==> config.mk <==
export PLATFORM = sky130hd
export DESIGN_NAME = agu_seq2d_flat
export DESIGN_NICKNAME = d
export VERILOG_FILES = /design/src/rtl/agu_seq2d_if.sv /design/src/rtl/agu_seq2d.sv /design/src/flat_wrapper.sv
export SDC_FILE = /design/constraint.sdc
export NUM_CORES = 1
export LEC_CHECK = 0
export ABC_CLOCK_PERIOD_IN_PS = 3800
export CORE_MARGIN = 3
export CORE_UTILIZATION = 54
export CTS_CLUSTER_SIZE = 25
export DETAILED_ROUTE_END_ITERATION = 10
export HOLD_SLACK_MARGIN = 0.03
export PLACE_DENSITY = 0.84
export REMOVE_ABC_BUFFERS = 1
export SLEW_MARGIN = 40
export SYNTH_ARGS = -nofsm -noshare
export SYNTH_HDL_FRONTEND = slang
export SYNTH_SLANG_ARGS = --single-unit
==> constraint.sdc <==
create_clock -name clk -period 3.8 [get_ports clk]
set_input_delay 0.57 -clock clk [delete_from_list [all_inputs] [get_ports clk]]
set_output_delay 0.57 -clock clk [all_outputs]
set_load 0.05 [all_outputs]
==> src/rtl/agu_seq2d_if.sv <==
// Descriptor and address-stream bundle for agu_seq2d.
// The slave modport is the sequencer; the master side is the host and the consumer.
interface agu_seq2d_if #(
  parameter int W  = 32,
  parameter int CW = 16
);
  logic          cfg_valid;
  logic          cfg_ready;
  logic [W-1:0]  cfg_base;
  logic [W-1:0]  cfg_istride;
  logic [CW-1:0] cfg_icnt_m1;
  logic [W-1:0]  cfg_ostride;
  logic [CW-1:0] cfg_ocnt_m1;
  logic          abort;
  logic [W-1:0]  addr;
  logic          addr_valid;
  logic          addr_ready;
  logic          addr_row_last;
  logic          addr_last;
  logic          busy;
  logic          done;
  logic [31:0]   perf_stall;

  modport master (
    output cfg_valid, cfg_base, cfg_istride, cfg_icnt_m1, cfg_ostride, cfg_ocnt_m1,
    output abort, addr_ready,
    input  cfg_ready, addr, addr_valid, addr_row_last, addr_last, busy, done, perf_stall
  );

  modport slave (
    input  cfg_valid, cfg_base, cfg_istride, cfg_icnt_m1, cfg_ostride, cfg_ocnt_m1,
    input  abort, addr_ready,
    output cfg_ready, addr, addr_valid, addr_row_last, addr_last, busy, done, perf_stall
  );
endinterface

==> src/rtl/agu_seq2d.sv <==
// Two-level strided address sequencer: one descriptor in, (icnt+1)*(ocnt+1) addresses out.
// Define AGU_SEQ_PERF_EN to build the saturating stall-cycle counter on perf_stall.
module agu_seq2d #(
  parameter int W  = 32,
  parameter int CW = 16
) (
  input logic        clk,
  input logic        rst_n,
  agu_seq2d_if.slave bus
);
  typedef enum logic {IDLE, RUN} state_t;

  state_t        state;
  logic [W-1:0]  addr_q, row_base, istride, ostride;
  logic [CW-1:0] i_idx, o_idx, icnt, ocnt;
  logic          done_q;
  logic          row_end, job_end, beat, accept;

  assign row_end = (i_idx == icnt);
  assign job_end = row_end & (o_idx == ocnt);
  assign beat    = (state == RUN) & bus.addr_ready;
  assign accept  = (state == IDLE) & bus.cfg_valid;

  always_ff @(posedge clk or negedge rst_n) begin
    if (!rst_n) begin
      state    <= IDLE;
      addr_q   <= '0;
      row_base <= '0;
      istride  <= '0;
      ostride  <= '0;
      i_idx    <= '0;
      o_idx    <= '0;
      icnt     <= '0;
      ocnt     <= '0;
      done_q   <= 1'b0;
    end else begin
      done_q <= 1'b0;
      case (state)
        IDLE: begin
          if (bus.cfg_valid) begin
            addr_q   <= bus.cfg_base;
            row_base <= bus.cfg_base;
            istride  <= bus.cfg_istride;
            ostride  <= bus.cfg_ostride;
            icnt     <= bus.cfg_icnt_m1;
            ocnt     <= bus.cfg_ocnt_m1;
            i_idx    <= '0;
            o_idx    <= '0;
            state    <= RUN;
          end
        end
        RUN: begin
          if (beat) begin
            if (!row_end) begin
              i_idx  <= i_idx + 1'b1;
              addr_q <= addr_q + istride;
            end else begin
              // Next row restarts from the row base, not from the last inner address.
              i_idx    <= '0;
              o_idx    <= o_idx + 1'b1;
              row_base <= row_base + ostride;
              addr_q   <= row_base + ostride;
            end
          end
          // abort beats a coincident final beat, so it also suppresses done.
          if (bus.abort) begin
            state <= IDLE;
          end else if (beat && job_end) begin
            state  <= IDLE;
            done_q <= 1'b1;
          end
        end
        default: state <= IDLE;
      endcase
    end
  end

  assign bus.cfg_ready     = (state == IDLE);
  assign bus.addr_valid    = (state == RUN);
  assign bus.busy          = (state == RUN);
  assign bus.addr_row_last = (state == RUN) & row_end;
  assign bus.addr_last     = (state == RUN) & job_end;
  assign bus.addr          = addr_q;
  assign bus.done          = done_q;

`ifdef AGU_SEQ_PERF_EN
  logic [31:0] perf_q;

  always_ff @(posedge clk or negedge rst_n) begin
    if (!rst_n) begin
      perf_q <= '0;
    end else if (accept) begin
      perf_q <= '0;
    end else if ((state == RUN) && !bus.addr_ready && (perf_q != '1)) begin
      perf_q <= perf_q + 32'd1;
    end
  end

  assign bus.perf_stall = perf_q;
`else
  assign bus.perf_stall = '0;
`endif
endmodule

==> src/flat_wrapper.sv <==
// flat-port wrapper written by rule: the top's interface ports become plain ports
module agu_seq2d_flat 
#(
  parameter int W  = 32,
  parameter int CW = 16
)
  (clk, rst_n, bus_cfg_valid, bus_cfg_base, bus_cfg_istride, bus_cfg_icnt_m1, bus_cfg_ostride, bus_cfg_ocnt_m1, bus_abort, bus_addr_ready, bus_cfg_ready, bus_addr, bus_addr_valid, bus_addr_row_last, bus_addr_last, bus_busy, bus_done, bus_perf_stall);
  agu_seq2d_if #(.W(W), .CW(CW)) bus_i ();
  input logic clk;
  input logic rst_n;
  input wire logic [$bits(bus_i.cfg_valid)-1:0] bus_cfg_valid;
  input wire logic [$bits(bus_i.cfg_base)-1:0] bus_cfg_base;
  input wire logic [$bits(bus_i.cfg_istride)-1:0] bus_cfg_istride;
  input wire logic [$bits(bus_i.cfg_icnt_m1)-1:0] bus_cfg_icnt_m1;
  input wire logic [$bits(bus_i.cfg_ostride)-1:0] bus_cfg_ostride;
  input wire logic [$bits(bus_i.cfg_ocnt_m1)-1:0] bus_cfg_ocnt_m1;
  input wire logic [$bits(bus_i.abort)-1:0] bus_abort;
  input wire logic [$bits(bus_i.addr_ready)-1:0] bus_addr_ready;
  output wire logic [$bits(bus_i.cfg_ready)-1:0] bus_cfg_ready;
  output wire logic [$bits(bus_i.addr)-1:0] bus_addr;
  output wire logic [$bits(bus_i.addr_valid)-1:0] bus_addr_valid;
  output wire logic [$bits(bus_i.addr_row_last)-1:0] bus_addr_row_last;
  output wire logic [$bits(bus_i.addr_last)-1:0] bus_addr_last;
  output wire logic [$bits(bus_i.busy)-1:0] bus_busy;
  output wire logic [$bits(bus_i.done)-1:0] bus_done;
  output wire logic [$bits(bus_i.perf_stall)-1:0] bus_perf_stall;
  assign bus_i.cfg_valid = bus_cfg_valid;
  assign bus_i.cfg_base = bus_cfg_base;
  assign bus_i.cfg_istride = bus_cfg_istride;
  assign bus_i.cfg_icnt_m1 = bus_cfg_icnt_m1;
  assign bus_i.cfg_ostride = bus_cfg_ostride;
  assign bus_i.cfg_ocnt_m1 = bus_cfg_ocnt_m1;
  assign bus_i.abort = bus_abort;
  assign bus_i.addr_ready = bus_addr_ready;
  assign bus_cfg_ready = bus_i.cfg_ready;
  assign bus_addr = bus_i.addr;
  assign bus_addr_valid = bus_i.addr_valid;
  assign bus_addr_row_last = bus_i.addr_row_last;
  assign bus_addr_last = bus_i.addr_last;
  assign bus_busy = bus_i.busy;
  assign bus_done = bus_i.done;
  assign bus_perf_stall = bus_i.perf_stall;
  agu_seq2d #(.W(W), .CW(CW)) u_core (.clk(clk), .rst_n(rst_n), .bus(bus_i));
endmodule
======== Word level (Yosys, flattened, before mapping) ========
Cells that the tools add are included.
W data, S select, Z words.
word-level totals
  flip-flop bits (word level) ............. 194
  bits of input ports ..................... 133
  output and inout port bits .............. 70
  word-level logic and storage cells ...... 49
operators by class
  $add $sub $neg .......................... 4
  eq/ne operators ......................... 5
  multiplexer cells ....................... 21
  bitwise logic cells ..................... 5
  reductions and logical operators ........ 4
operators with widths
  cell                     count
  $mux W32                 5
  $pmux W32 S2             2
  $mux W16                 5
  $add A32 B32 Y32         2
  $pmux W16 S2             2
  $add A16 B1 Y16 const B  2
  $eq A16 B16 Y1           2
  $mux W1                  6
  $ne A2 B2 Y1 const B     3
  $and A1 B1 Y1            4
  $reduce_and A2 Y1        2
  $reduce_and A3 Y1        1
  $pmux W1 S2              1
  $logic_and A1 B1 Y1      1
  $not A1 Y1               1

======== Depth between registers and ports, before layout ========
  depth in word-level cells ............... 6
  depth in mapped cells ................... 11
  mapped depth without buffers ............ 11

======== Worst setup path before layout ========
No wires, ideal clock.
  path kind ............................... reg2out
  start ................................... register u_core.i_idx[12]
  end ..................................... output bus_addr_last
  arrival time ............................ 2.627 ns
  data required time ...................... 3.230 ns
  setup slack ............................. 0.603 ns
  stages on the path, launching flop included .. 7
  buffers on the path ..................... 2
  cell sequence ........................... dfrtp_1 xor2_1 nor4_1 nand4_1 clkbuf_1 clkbuf_1 nor3_1
on the way
  longest elaborated chain between the ends .. 3
RTL lines
  element                   line                source
  start: declaration        agu_seq2d.sv:15     logic [CW-1:0] i_idx, o_idx, icnt, ocnt;
  start signal: assignment  agu_seq2d.sv:55     i_idx <= i_idx + 1'b1;
  $eq A16 B16 Y1            agu_seq2d.sv:19     assign row_end = (i_idx == icnt);
  $and A1 B1 Y1             agu_seq2d.sv:20     assign job_end = row_end & (o_idx == ocnt);
  $and A1 B1 Y1             agu_seq2d.sv:82     assign bus.addr_last = (state == RUN) & job_end;
  end: declaration          flat_wrapper.sv:23  output wire logic [$bits(bus_i.addr_last)-1:0] bus_addr_last;
Every way passes these cells.

======== Final worst setup path ========
  start ................................... register u_core.i_idx[5]
  end ..................................... output bus_addr_last
Same word-level chain as after synthesis.

==> run_results.csv <==
group,metric,value,unit
run_status,status,"complete, no violations",
clock_tree,cts_tree,"built",
clock_tree,cts.repair.resized,0,
final_layout,ff_latch_area,4850,um2
worst_setup_path,required,3.23,ns
route,dr_total_vias,10771,
power_and_ir_drop,vdd_drop_max,0.279,mV
clock_tree,cts_made_buffers,17,
worst_setup_path,startpoint_type,"flop",
power_and_ir_drop,power,10300,uW
route,postRouteAntennaNets,0,
clock_tree,clock-root-buffer,"clkbuf_16",
worst_setup_path,timing.rr.start,"u_core.bus.addr[0]",
worst_hold_path,hp-class,"flop to flop",
synth,netlist_instances,1406,
timing,fin_crit_sh,0.907,
grt,antenna_found_initial,0,
worst_setup_path,worstReg2RegEnd,"u_core.bus.addr[26]",
final_layout,nFillCells,1664,
synth,synth_ff_type,"dfrtp_1",
worst_setup_path,crit_type,"flop to output port",
placement,gp_congestion,0.918,
worst_setup_path,cp-end-kind,"output port",
synth,synth_seq_cells,194,
clock_tree,clkSlewWorstSetupHoldPaths,0.07,ns
synth,syn_area_per_cell,8.50,um2
floorplanning,dieHeight,155,um
synth,ys_types,62,
worst_setup_path,critPathTopFamily,"simple AND/OR/NAND/NOR gates",
worst_setup_path,crit_top_cell,"buf_4",
power_and_ir_drop,combPwrFrac,0.523,
final_layout,final_cell_mix,"nand2_1 (370), dfrtp_1 (194), clkdlybuf4s50_1 (167), nor2_1 (100), a21oi_1 (78)",
final_layout,drive_gt1_frac,0.0483,
power_and_ir_drop,power.leakage,0.00703,uW
worst_setup_path,arrival,2.88,ns
floorplanning,io-pin-count,203,
timing,hold_viol_final,0,
power_and_ir_drop,p_switching,4480,uW
floorplanning,chipWidth,155,um
synth,ys.warnings.count,0,
timing,whs,0.482,ns
timing,rsz0062_at_grt,"no",
final_layout,nets,1761,
synth,yosysSeqAreaShare,0.406,
route,via_per_inst,5.82,
worst_setup_path,crit_buf_inv,2,
synth,synth_area,12000,um2
worst_setup_path,crit_chain,"xor2_1 -> nor4_1 -> nand4_1 -> buf_4 -> nor3_1 -> buf_4",
synth,yosys.area.top_type,"dfrtp_1",
synth,async_flop_share,1.00,
synth,synth_edf_count,0,
timing,skew,0.0159,ns
job,max_cap_viol_count,0,
route,drt-pass1-iter-count,5,
clock_tree,cts_sinks,194,
worst_setup_path,worst-path-max-fanout,38,
clock_tree,h-tree-depth,4,
final_layout,final_common_cell,"nand2_1",
grt,grt_max_degree,104,
worst_setup_path,worst_path_max_delay_cell,"nand4_1",
final_layout,multi_input_area,6690,um2
timing,min_period,3.45,ns
power_and_ir_drop,p_sw_frac,0.434,
synth,synthTopCellsByArea,"dfrtp_1 (41%), nand2_1 (12%), ha_1 (6.7%), xor2_1 (5.2%), a21oi_1 (3.3%)",
floorplanning,initial_core_util,0.560,
final_layout,antennaDiodeCount,0,
grt,grt_overflow,0,
grt,grt_pass1_wl,52700,um
worst_hold_path,holdPathStages,2,
worst_setup_path,rrSetupSlack,0.41,ns
placement,hpwlAfterDp,23800,um
route,post-route-drc-count,0,
worst_hold_path,holdPathEnd,"u_core.istride[3]",
timing,max_freq,290,MHz
clock_tree,worstSkewPairLatency,0.44,ns
placement,io_buffers,170,
clock_tree,clockBufferDepth,2,
timing,relSlewSlack,0.460,
grt,grt_pass1_vias,10613,
power_and_ir_drop,p_seq_frac,0.287,
route,wire_per_inst,17.8,um
timing,setup_viol,0,
worst_setup_path,cpPeakStageDelay,0.50,ns
synth,synth.top_cell.area_share,0.406,
floorplanning,rows,53,
grt,grt_util_all_layers,0.272,
clock_tree,post_cts_buffers,0,
timing,slew_violations,0,
timing,tns,0,ns
power_and_ir_drop,intPower,5850,uW
power_and_ir_drop,p_clk_frac,0.189,
power_and_ir_drop,cellPowerDensity,711,nW/um2
worst_hold_path,min_from,"u_core.istride[3]",
final_layout,area_delta_synth_final,21.5,%
route,drt_iter0_drc,912,
floorplanning,die_area,24000,um2
route,wirelength,32900,um
timing,tightest_slew,0.808,ns
floorplanning,coreArea,21400,um2
worst_setup_path,r2r.worst_path.cells,11,
synth_stat cells (17+ instances only):
library cell	number
inv_1	25
buf_4	33
clkbuf_1	48
xnor2_1	34
xor2_1	71
a21oi_1	78
nand3_1	19
nor2_1	100
o21ai_0	61
a21o_1	31
and3_1	17
dfrtp_1	194
ha_1	64
mux2i_1	25
o22ai_1	28
nand2_1	371
worst max-delay path by stage:
stage,cells past startpoint,end,start
finish,6,bus_addr_last,u_core.i_idx[5]
global route,6,bus_addr_last,u_core.i_idx[0]
CTS,6,bus_addr_last,u_core.i_idx[8]
detailed placement,11,u_core.bus.addr[26],u_core.bus.addr[0]
global placement,11,u_core.bus.addr[26],u_core.bus.addr[0]
floorplan,8,u_core.i_idx[13],u_core.bus.addr_valid
flip-flops by register name (all words and copies together), names as in the netlist:
signal,flops
u_core.bus.addr,32
u_core.istride,32
u_core.ostride,32
u_core.row_base,32
u_core.i_idx,16
u_core.icnt,16
u_core.o_idx,16
u_core.ocnt,16
u_core.bus.addr_valid,1
u_core.bus.done,1
tightest hold or removal path, cell delays in order (launching register included):
cell,delay (ns)
dfrtp_1,0.35
nand2_1,0.05
nand2_1,0.06
final cells by class:
class,instances,area share
multi-input combinational,1131,0.461
tap,275,0.0237
sequential,194,0.334
inverter,25,0.00646
timing repair buffer,193,0.131
clock buffer,19,0.0305
clock inverter,13,0.0136
logic make-up after synthesis:
logic type | count (synthesis) | synth area share
xor gates and xnor gates | 105 | 0.0770
and+or+nand+nor | 595 | 0.212
other | 1 | 0.000314
muxes | 30 | 0.0257
buffers and inverters | 112 | 0.0455
AOI/OAI and AO/OA | 303 | 0.163
DFF | 194 | 0.406
adders and majority gates | 66 | 0.0704
timing repair:
action	in CTS	in global routing
endpoints found under the hold margin	0	23
hold buffers	0	1
setup endpoints to repair	0	0
power groups by stage:
stage / combinational [uW] / sequential [uW] / clock [uW]
floorplan: 3360 / 3450 / 0
global placement: 5150 / 2970 / 0
detailed placement: 5280 / 2990 / 0
CTS: 5340 / 2960 / 1970
global route: 5920 / 3030 / 2070
finish: 5400 / 2970 / 1960
layer usage:
layer / track usage / wire, um / part of all wire
met1: 0.361 / 13500 / 0.41
met2: 0.440 / 15400 / 0.47
met3: 0.0627 / 3000 / 0.091
met4: 0.0976 / 958 / 0.029
met5: 0 / 0 / 0
per-stage QoR:
| stage | utilization | area [um2] | setup WS (ns) | instances |
|---|---|---|---|---|
| 2_1_floorplan | - | 11600 | -3.07 | 1350 |
| 3_3_place_gp | 0.648 | 13800 | 0.567 | 1816 |
| 5_1_grt | 0.680 | 14500 | 0.200 | 1850 |
| 6_report | 0.680 | 14500 | 0.353 | 1850 |
| 4_1_cts | 0.678 | 14500 | 0.372 | 1848 |
| 3_5_place_dp | 0.648 | 13800 | 0.482 | 1816 |
(Power assumes the default switching activity.)
